===== src/rtl/moving_avg_filter.sv =====
// moving_avg_filter: running-sum average over the last 2**WIN_LOG2 accepted samples.
// Define MAF_MEDIAN3_EN to put a 3-tap spike-removing median in front (latency 3).
module moving_avg_filter #(
  parameter int DATA_W = 16,
  parameter int WIN_LOG2 = 4
) (
  input  logic                     CLK,
  input  logic                     RESET_n,
  input  logic                     CLEAR,
  input  logic                     IN_VALID,
  input  logic signed [DATA_W-1:0] DATA_IN,
  output logic                     OUT_VALID,
  output logic signed [DATA_W-1:0] DATA_OUT,
  output logic                     FILLED
);
  localparam int N = 2**WIN_LOG2;
  localparam int SW = DATA_W + WIN_LOG2;
  localparam int CW = WIN_LOG2 + 1;
  logic signed [DATA_W-1:0] ring [N];
  logic [WIN_LOG2-1:0] ptr;
  logic [CW-1:0] cnt;
  logic signed [SW-1:0] sum;
  logic pend;
  logic acc;
  logic signed [DATA_W-1:0] din;
`ifdef MAF_MEDIAN3_EN
  logic signed [DATA_W-1:0] t0, t1, med;
  logic med_v;
  function automatic logic signed [DATA_W-1:0] med3(input logic signed [DATA_W-1:0] a, b, c);
    logic signed [DATA_W-1:0] lo, hi;
    lo = a < b ? a : b;
    hi = a < b ? b : a;
    return hi < c ? hi : (lo > c ? lo : c);
  endfunction
  always_ff @(posedge CLK) begin
    if (!RESET_n || CLEAR) begin
      t0 <= '0;
      t1 <= '0;
      med <= '0;
      med_v <= 1'b0;
    end else begin
      med_v <= IN_VALID;
      if (IN_VALID) begin
        med <= med3(DATA_IN, t0, t1);
        t1 <= t0;
        t0 <= DATA_IN;
      end
    end
  end
  assign acc = med_v;
  assign din = med;
`else
  assign acc = IN_VALID;
  assign din = DATA_IN;
`endif
  // cnt saturates at N, so its top bit alone marks a full window
  assign FILLED = cnt[WIN_LOG2];
  always_ff @(posedge CLK) begin
    if (!RESET_n || CLEAR) begin
      for (int i = 0; i < N; i++) ring[i] <= '0;
      ptr <= '0;
      cnt <= '0;
      sum <= '0;
      pend <= 1'b0;
      OUT_VALID <= 1'b0;
      if (!RESET_n) DATA_OUT <= '0;
    end else begin
      pend <= acc && (cnt[WIN_LOG2] || &cnt[WIN_LOG2-1:0]);
      OUT_VALID <= pend;
      if (pend) DATA_OUT <= DATA_W'((sum + SW'(N / 2)) >>> WIN_LOG2);
      if (acc) begin
        sum <= sum + SW'(din) - SW'(ring[ptr]);
        ring[ptr] <= din;
        ptr <= ptr + 1'b1;
        cnt <= cnt + CW'(!cnt[WIN_LOG2]);
      end
    end
  end
endmodule

===== config.mk =====
export PLATFORM = sky130hd
export DESIGN_NAME = moving_avg_filter
export DESIGN_NICKNAME = d
export VERILOG_FILES = /design/src/rtl/moving_avg_filter.sv
export SDC_FILE = /design/constraint.sdc
export NUM_CORES = 1
export LEC_CHECK = 0
export CAP_MARGIN = 20
export CORE_MARGIN = 2
export CORE_UTILIZATION = 45
export CTS_CLUSTER_DIAMETER = 150
export DETAILED_ROUTE_END_ITERATION = 7
export DONT_BUFFER_PORTS = 1
export GPL_ROUTABILITY_DRIVEN = 0
export PLACE_DENSITY = 0.61
export SLEW_MARGIN = 20
export SYNTH_ARGS = -nofsm -noshare
export SYNTH_HDL_FRONTEND = slang
export SYNTH_SLANG_ARGS = --single-unit

===== constraint.sdc =====
create_clock -name CLK -period 5.6 [get_ports CLK]
set_input_delay 1.12 -clock CLK [delete_from_list [all_inputs] [get_ports CLK]]
set_output_delay 1.12 -clock CLK [all_outputs]
set_load 0.02 [all_outputs]

==> qor.yml, run 1 <==
status:
  status: "completed"
timing:
  drv_slew: 0
  fin_crit_sh_pct: 80.39
  relSlewSlack_pct: 26.81
  finClkSkew_ns: 0.02619
  min_period_ns: 4.502
  fin_tns_setup_ns: 0
  finalWorstSetupSlack_ns: 1.098
  timing.fmax_mhz: 222.1
  setup_violations: 0
  rsz0062_at_grt: "no"
  final-hold-violation-count: 0
  tightest_slew_ns: 1.098
floorplanning:
  die_h_um: 187.4
  ios: 38
  die_area_um2: 35130
  die_width_um: 187.4
  row_count: 67
  core-area_um2: 33360
  start_util_pct: 45.38
yosys:
  synth_most_common_cell: "edfxtp_1"
  synth.top_cell.area_share_pct: 53.95
  synth-main-ff-cell: "edfxtp_1"
  synthArstFlopShare_pct: 0
  ys_warn_count: 0
  synth.distinct_cells: 54
  ys_ff_latch: 307
  synthTopCellsByCount: "272 x edfxtp_1, 179 x nor3_1, 92 x clkbuf_1"
  synth_fp_nets: 1212
  netlist_instances: 1145
  synthTopCellsByArea: "edfxtp_1 54%, mux4_2 12%, nor3_1 5.9%, dfxtp_1 4.6%, fa_1 2.5%"
  synth-edff-count: 272
  yosysTopAreaCell: "edfxtp_1"
  netlist_area_um2: 15140
  syn_avg_cell_area_um2: 13.22
  ys_seq_area_share_pct: 58.57
clocking:
  cts.path.max_buffers: 3
  cts_hold_repair.buffers: 0
  cts.clk_slew.worst_paths_ns: 0.06
  cts_resized: 0
  cts_tree: "done"
  cts_setup_buffers: 0
  cts_sinks: 307
  worstSkewPairLatency_ns: 0.54
  clockRootBuffer: "clkbuf_16"
  cts_buffers: 35
  h-tree-depth: 2
drt:
  drcViolationCount: 0
  wl_per_cell_um: 24.18
  drt_iter0_drc: 944
  drtAntennaViolNets: 0
  routed-via-count: 9674
  wirelength_um: 38470
  drtPass1Iterations: 5
  vias_per_cell: 6.080
grt:
  grt_max_degree: 60
  grt_pass1_vias: 9666
  grt-ovfl-total: 0
  grt_use_total_pct: 22.26
  grt_antenna_before_repair: 0
  grt_first_pass_wirelength_um: 59440
finish:
  drive_gt1_share_pct: 17.32
  fin_nets: 1187
  antenna_cells: 0
  syn_to_final_growth_pct: 10.73
  fillers: 2892
placement:
  hpwlAfterDp_um: 24140
  pre_cts_slack_ns: 1.127
  port_buffers: 0
setup_path:
  crit_required_ns: 6.01
  worst-path-max-fanout: 23
  critPathLaunchType: "register"
  critical_path_arrival_ns: 4.92
  worstSetupPathType: "reg2reg"
  endpoint_kind: "register"
flow_run:
  drv_cap: 0
power:
  p_leak_nw: 5.810
  vdd_drop_max_mv: 0.2161
  power.density_nw_per_um2: 336.5
hold_path:
  hold_class: "reg2reg"
-- where the power goes --
part           switching, W  internal (W)  leakage (nW)  total, W
Clock              0.000940       0.00120         0.508   0.00214
Combinational      0.000502      0.000339          2.00  0.000841
Sequential        0.0000599       0.00260          3.30   0.00266
Total               0.00150       0.00414          5.81   0.00564
-- per-stage QoR --
step / total power [W] / utilization, % / std cells / instance area, um^2 / hold WS, ns
floorplan: 0.003324 / - / 1145 / 15140 / 0.4195
global placement: 0.003534 / 47.11 / 1531 / 15720 / 0.4376
detailed placement: 0.003543 / 47.11 / 1531 / 15720 / 0.4490
CTS: 0.005669 / 50.25 / 1591 / 16760 / 0.4652
global route: 0.005861 / 50.25 / 1591 / 16760 / 0.4837
finish: 0.005641 / 50.25 / 1591 / 16760 / 0.4584
-- layer usage --
metal  GRT usage [%]  wire, um
met1           31.59     16550
met2           35.63     18270
met3           3.602      2692
met4           6.602       959
met5               0         0
-- path summary, 6_finish.rpt --
path	start	endpoint	slack, ns	cells past startpoint
max	register	sum[16]	1.10	14
min	pend	OUT_VALID	0.46	1
max reg2reg	register	sum[16]	1.10	14
min reg2reg	pend	OUT_VALID	0.46	1
-- layout by cell type, fill, tap and decap left out, types with 15 or more instances in the layout --
| cell | count |
|---|---|
| a21oi_1 | 22 |
| and2_1 | 35 |
| buf_4 | 41 |
| clkbuf_16 | 35 |
| clkinv_1 | 26 |
| dfxtp_1 | 31 |
| edfxtp_1 | 272 |
| fa_1 | 19 |
| ha_1 | 28 |
| inv_1 | 62 |
| mux4_2 | 80 |
| nand2_1 | 24 |
| nor2_1 | 54 |
| nor3_1 | 179 |
| nor4_1 | 57 |
| o21ai_0 | 15 |
| xnor2_1 | 26 |
-- flip-flops by register name (all words and copies together), names as in the netlist, named ones only --
name	count
DATA_OUT	16
cnt	5
pend	1
OUT_VALID	1
ptr	4
sum	20
ring	256
-- logic make-up (layout without fill, tap and decap cells) --
kind of cell | count (synthesis) | after routing | share of synthesized area [%]
DFF | 307 | 307 | 58.57
and+or+nand+nor | 399 | 399 | 13.59
buffers and inverters | 182 | 180 | 4.702
xor gates and xnor gates | 34 | 34 | 1.967
adders and majority gates | 47 | 47 | 4.826
muxes | 94 | 94 | 12.83
AOI/OAI and AO/OA | 82 | 82 | 3.512
-- area by class of cell --
class	instances	area [um^2]	share of cell area (%)
Clock inverter	20	152.6	0.9105
Tap cell	448	560.5	3.344
Timing Repair Buffer	44	367.9	2.194
Multi-Input combinational cell	656	5628	33.57
Clock buffer	40	894.6	5.336
Sequential cell	307	8876	52.94
Inverter	76	285.3	1.702
-- worst max-delay path, stage by stage, from the launching register on --
cell and delay (ns):
dfxtp_4 0.52, buf_12 0.26, buf_12 0.23, mux4_2 0.51
mux4_2 0.45, inv_1 0.11, fa_1 0.42, ha_1 0.39
a21o_1 0.20, a221oi_2 0.48, o21bai_2 0.19, a31oi_4 0.26
a21boi_1 0.11, xnor2_1 0.15, a21oi_1 0.08
No activity file was read; power rests on OpenSTA's default activity.
==> run 2: changes to the inputs <==
clock period = 4.25 ns   (was 5.6 ns; I/O delays follow)
==> run 2 against run 1 <==
Clock power is 30% higher. Core utilization is 1.2 points higher. Clock skew is 0.0072 ns lower. Cell count is 2.4% higher. Setup slack worse by 0.94 ns. First-iteration DRC count is 7.2% higher. Clock-buffer cell count is 5 higher.
==> qor.yml, run 2 (synthesis gave the netlist of run 1 again) <==
clocking:
  cts_buffers: 35
  cts.path.max_buffers: 3
  cts_tree: "done"
  h-tree-depth: 2
  clockRootBuffer: "clkbuf_16"
  worstSkewPairLatency_ns: 0.53
  cts_sinks: 307
  cts.clk_slew.worst_paths_ns: 0.06
  cts_hold_repair.buffers: 0
drt:
  vias_per_cell: 5.985
  drt_iter0_drc: 1012
  routed-via-count: 9749
  drtAntennaViolNets: 0
  wirelength_um: 39750
  drtPass1Iterations: 5
  drcViolationCount: 0
  wl_per_cell_um: 24.40
setup_path:
  crit_required_ns: 4.62
  worstSetupPathType: "reg2reg"
  crit_buf_inv: 4
  path_cells: "buf_12 -> buf_12 -> mux4_2 -> mux4_2 -> fa_1 -> inv_1 -> ha_1 -> and3_1 -> a221oi_2 -> buf_4 -> o21ai_2 -> a311oi_2 -> xnor2_1 -> mux2i_1 -> nor2_1"
  rr_endpoint: "sum[12]"
  worst-path-max-fanout: 13
  endpoint_kind: "register"
  cp.depth: 15
  cp_top_family: "multiplexers"
  endpoint: "sum[12]"
  critPathLaunchType: "register"
  max_stage_delay_ns: 0.54
  critical_path_arrival_ns: 4.47
  rr_worst_depth: 15
  ff2ff_setup_slack_ns: 0.15
  crit_slowest_cell: "mux4_2"
timing:
  relSlewSlack_pct: 37.12
  drv_slew: 0
  rsz0062_at_grt: "no"
  fin_crit_sh_pct: 96.38
  timing.fmax_mhz: 244.1
  hold_slack_ns: 0.4365
  fin_tns_setup_ns: 0
  setup_violations: 0
  min_period_ns: 4.096
  tightest_slew_ns: 0.9432
  final-hold-violation-count: 0
  finClkSkew_ns: 0.01894
finish:
  final_common_cell: "edfxtp_1"
  reg_top3: "ring x256, sum x20, DATA_OUT x16"
  regMostFlops: "ring"
  fin_nets: 1225
  antenna_cells: 0
  fillers: 2864
  fin_area_um2: 17160
  largest_reg_flops: 256
  drive_gt1_share_pct: 20.07
  multi_input_area_um2: 5649
  mostFrequentLayoutCells: "272 x edfxtp_1, 179 x nor3_1, 80 x mux4_2"
  syn_to_final_growth_pct: 13.36
  seqCellArea_um2: 8876
hold_path:
  hold_class: "in2reg"
floorplanning:
  start_util_pct: 45.38
  die_width_um: 187.4
  die_h_um: 187.4
  die_area_um2: 35130
  row_count: 67
  core-area_um2: 33360
  ios: 38
grt:
  grt-ovfl-total: 0
  grt_first_pass_wirelength_um: 61100
  grt_use_total_pct: 23.12
  grt_pass1_vias: 9773
  grt_antenna_before_repair: 0
  grt_max_degree: 62
power:
  vdd_drop_max_mv: 0.3216
  p_leak_nw: 6.027
  power.density_nw_per_um2: 436.3
status:
  status: "completed"
placement:
  placed_area_um2: 15970
  hpwlAfterDp_um: 25220
  port_buffers: 0
flow_run:
  drv_cap: 0
-- run 2: cell count changes in the layout (fill, tap and decap cells not counted), sizes merged --
cell,delta
inv,-1
clkinvlp,-1
clkbuf,+6
clkinv,-3
buf,+37
-- run 2: how the worst min path moves through the flow --
stage / depth (start not counted) / end / startpoint
finish: 1 / sum[2] / IN_VALID
global route: 1 / sum[16] / IN_VALID
CTS: 1 / sum[2] / IN_VALID
detailed placement: 1 / OUT_VALID / pend
global placement: 1 / OUT_VALID / pend
floorplan: 1 / OUT_VALID / pend
-- run 2: metal layers --
metal | track usage, % | vias to the layer above | wire, um
li1 | - | 4356 | -
met1 | 33.00 | 4936 | 16910
met2 | 35.85 | 401 | 18390
met3 | 5.197 | 56 | 3619
met4 | 6.572 | 0 | 828
met5 | 0 | - | 0
-- run 2: repair_timing --
| item | CTS | global route |
|---|---|---|
| buffers inserted | 0 | 13 |
| setup endpoints to repair | 0 | 6 |
| resized for setup | 0 | 7 |
-- run 2: final cells by class --
| type | instances | share of cell area [%] |
|---|---|---|
| flip-flops and latches | 307 | 51.71 |
| inverters | 76 | 1.662 |
| well taps | 448 | 3.266 |
| repair buffers | 82 | 4.461 |
| clock buffers | 45 | 5.321 |
| clock inverters | 15 | 0.6634 |
| multi-input cells | 656 | 32.91 |
-- run 2: power by group --
| part | total, W | switching [W] | internal, W |
|---|---|---|---|
| sequential | 0.00349 | 0.0000739 | 0.00342 |
| combinational | 0.00121 | 0.000689 | 0.000518 |
| clock | 0.00279 | 0.00120 | 0.00159 |
| total | 0.00749 | 0.00197 | 0.00552 |
-- run 2: metrics by stage --
stage	instances	setup WS (ns)	power, W	util [%]
floorplan	1145	0.1867	0.004380	-
global placement	1555	0.1188	0.004708	47.87
detailed placement	1555	0.1003	0.004728	47.87
CTS	1615	0.07328	0.007504	50.95
global route	1629	0.003243	0.007808	51.44
finish	1629	0.1539	0.007489	51.44
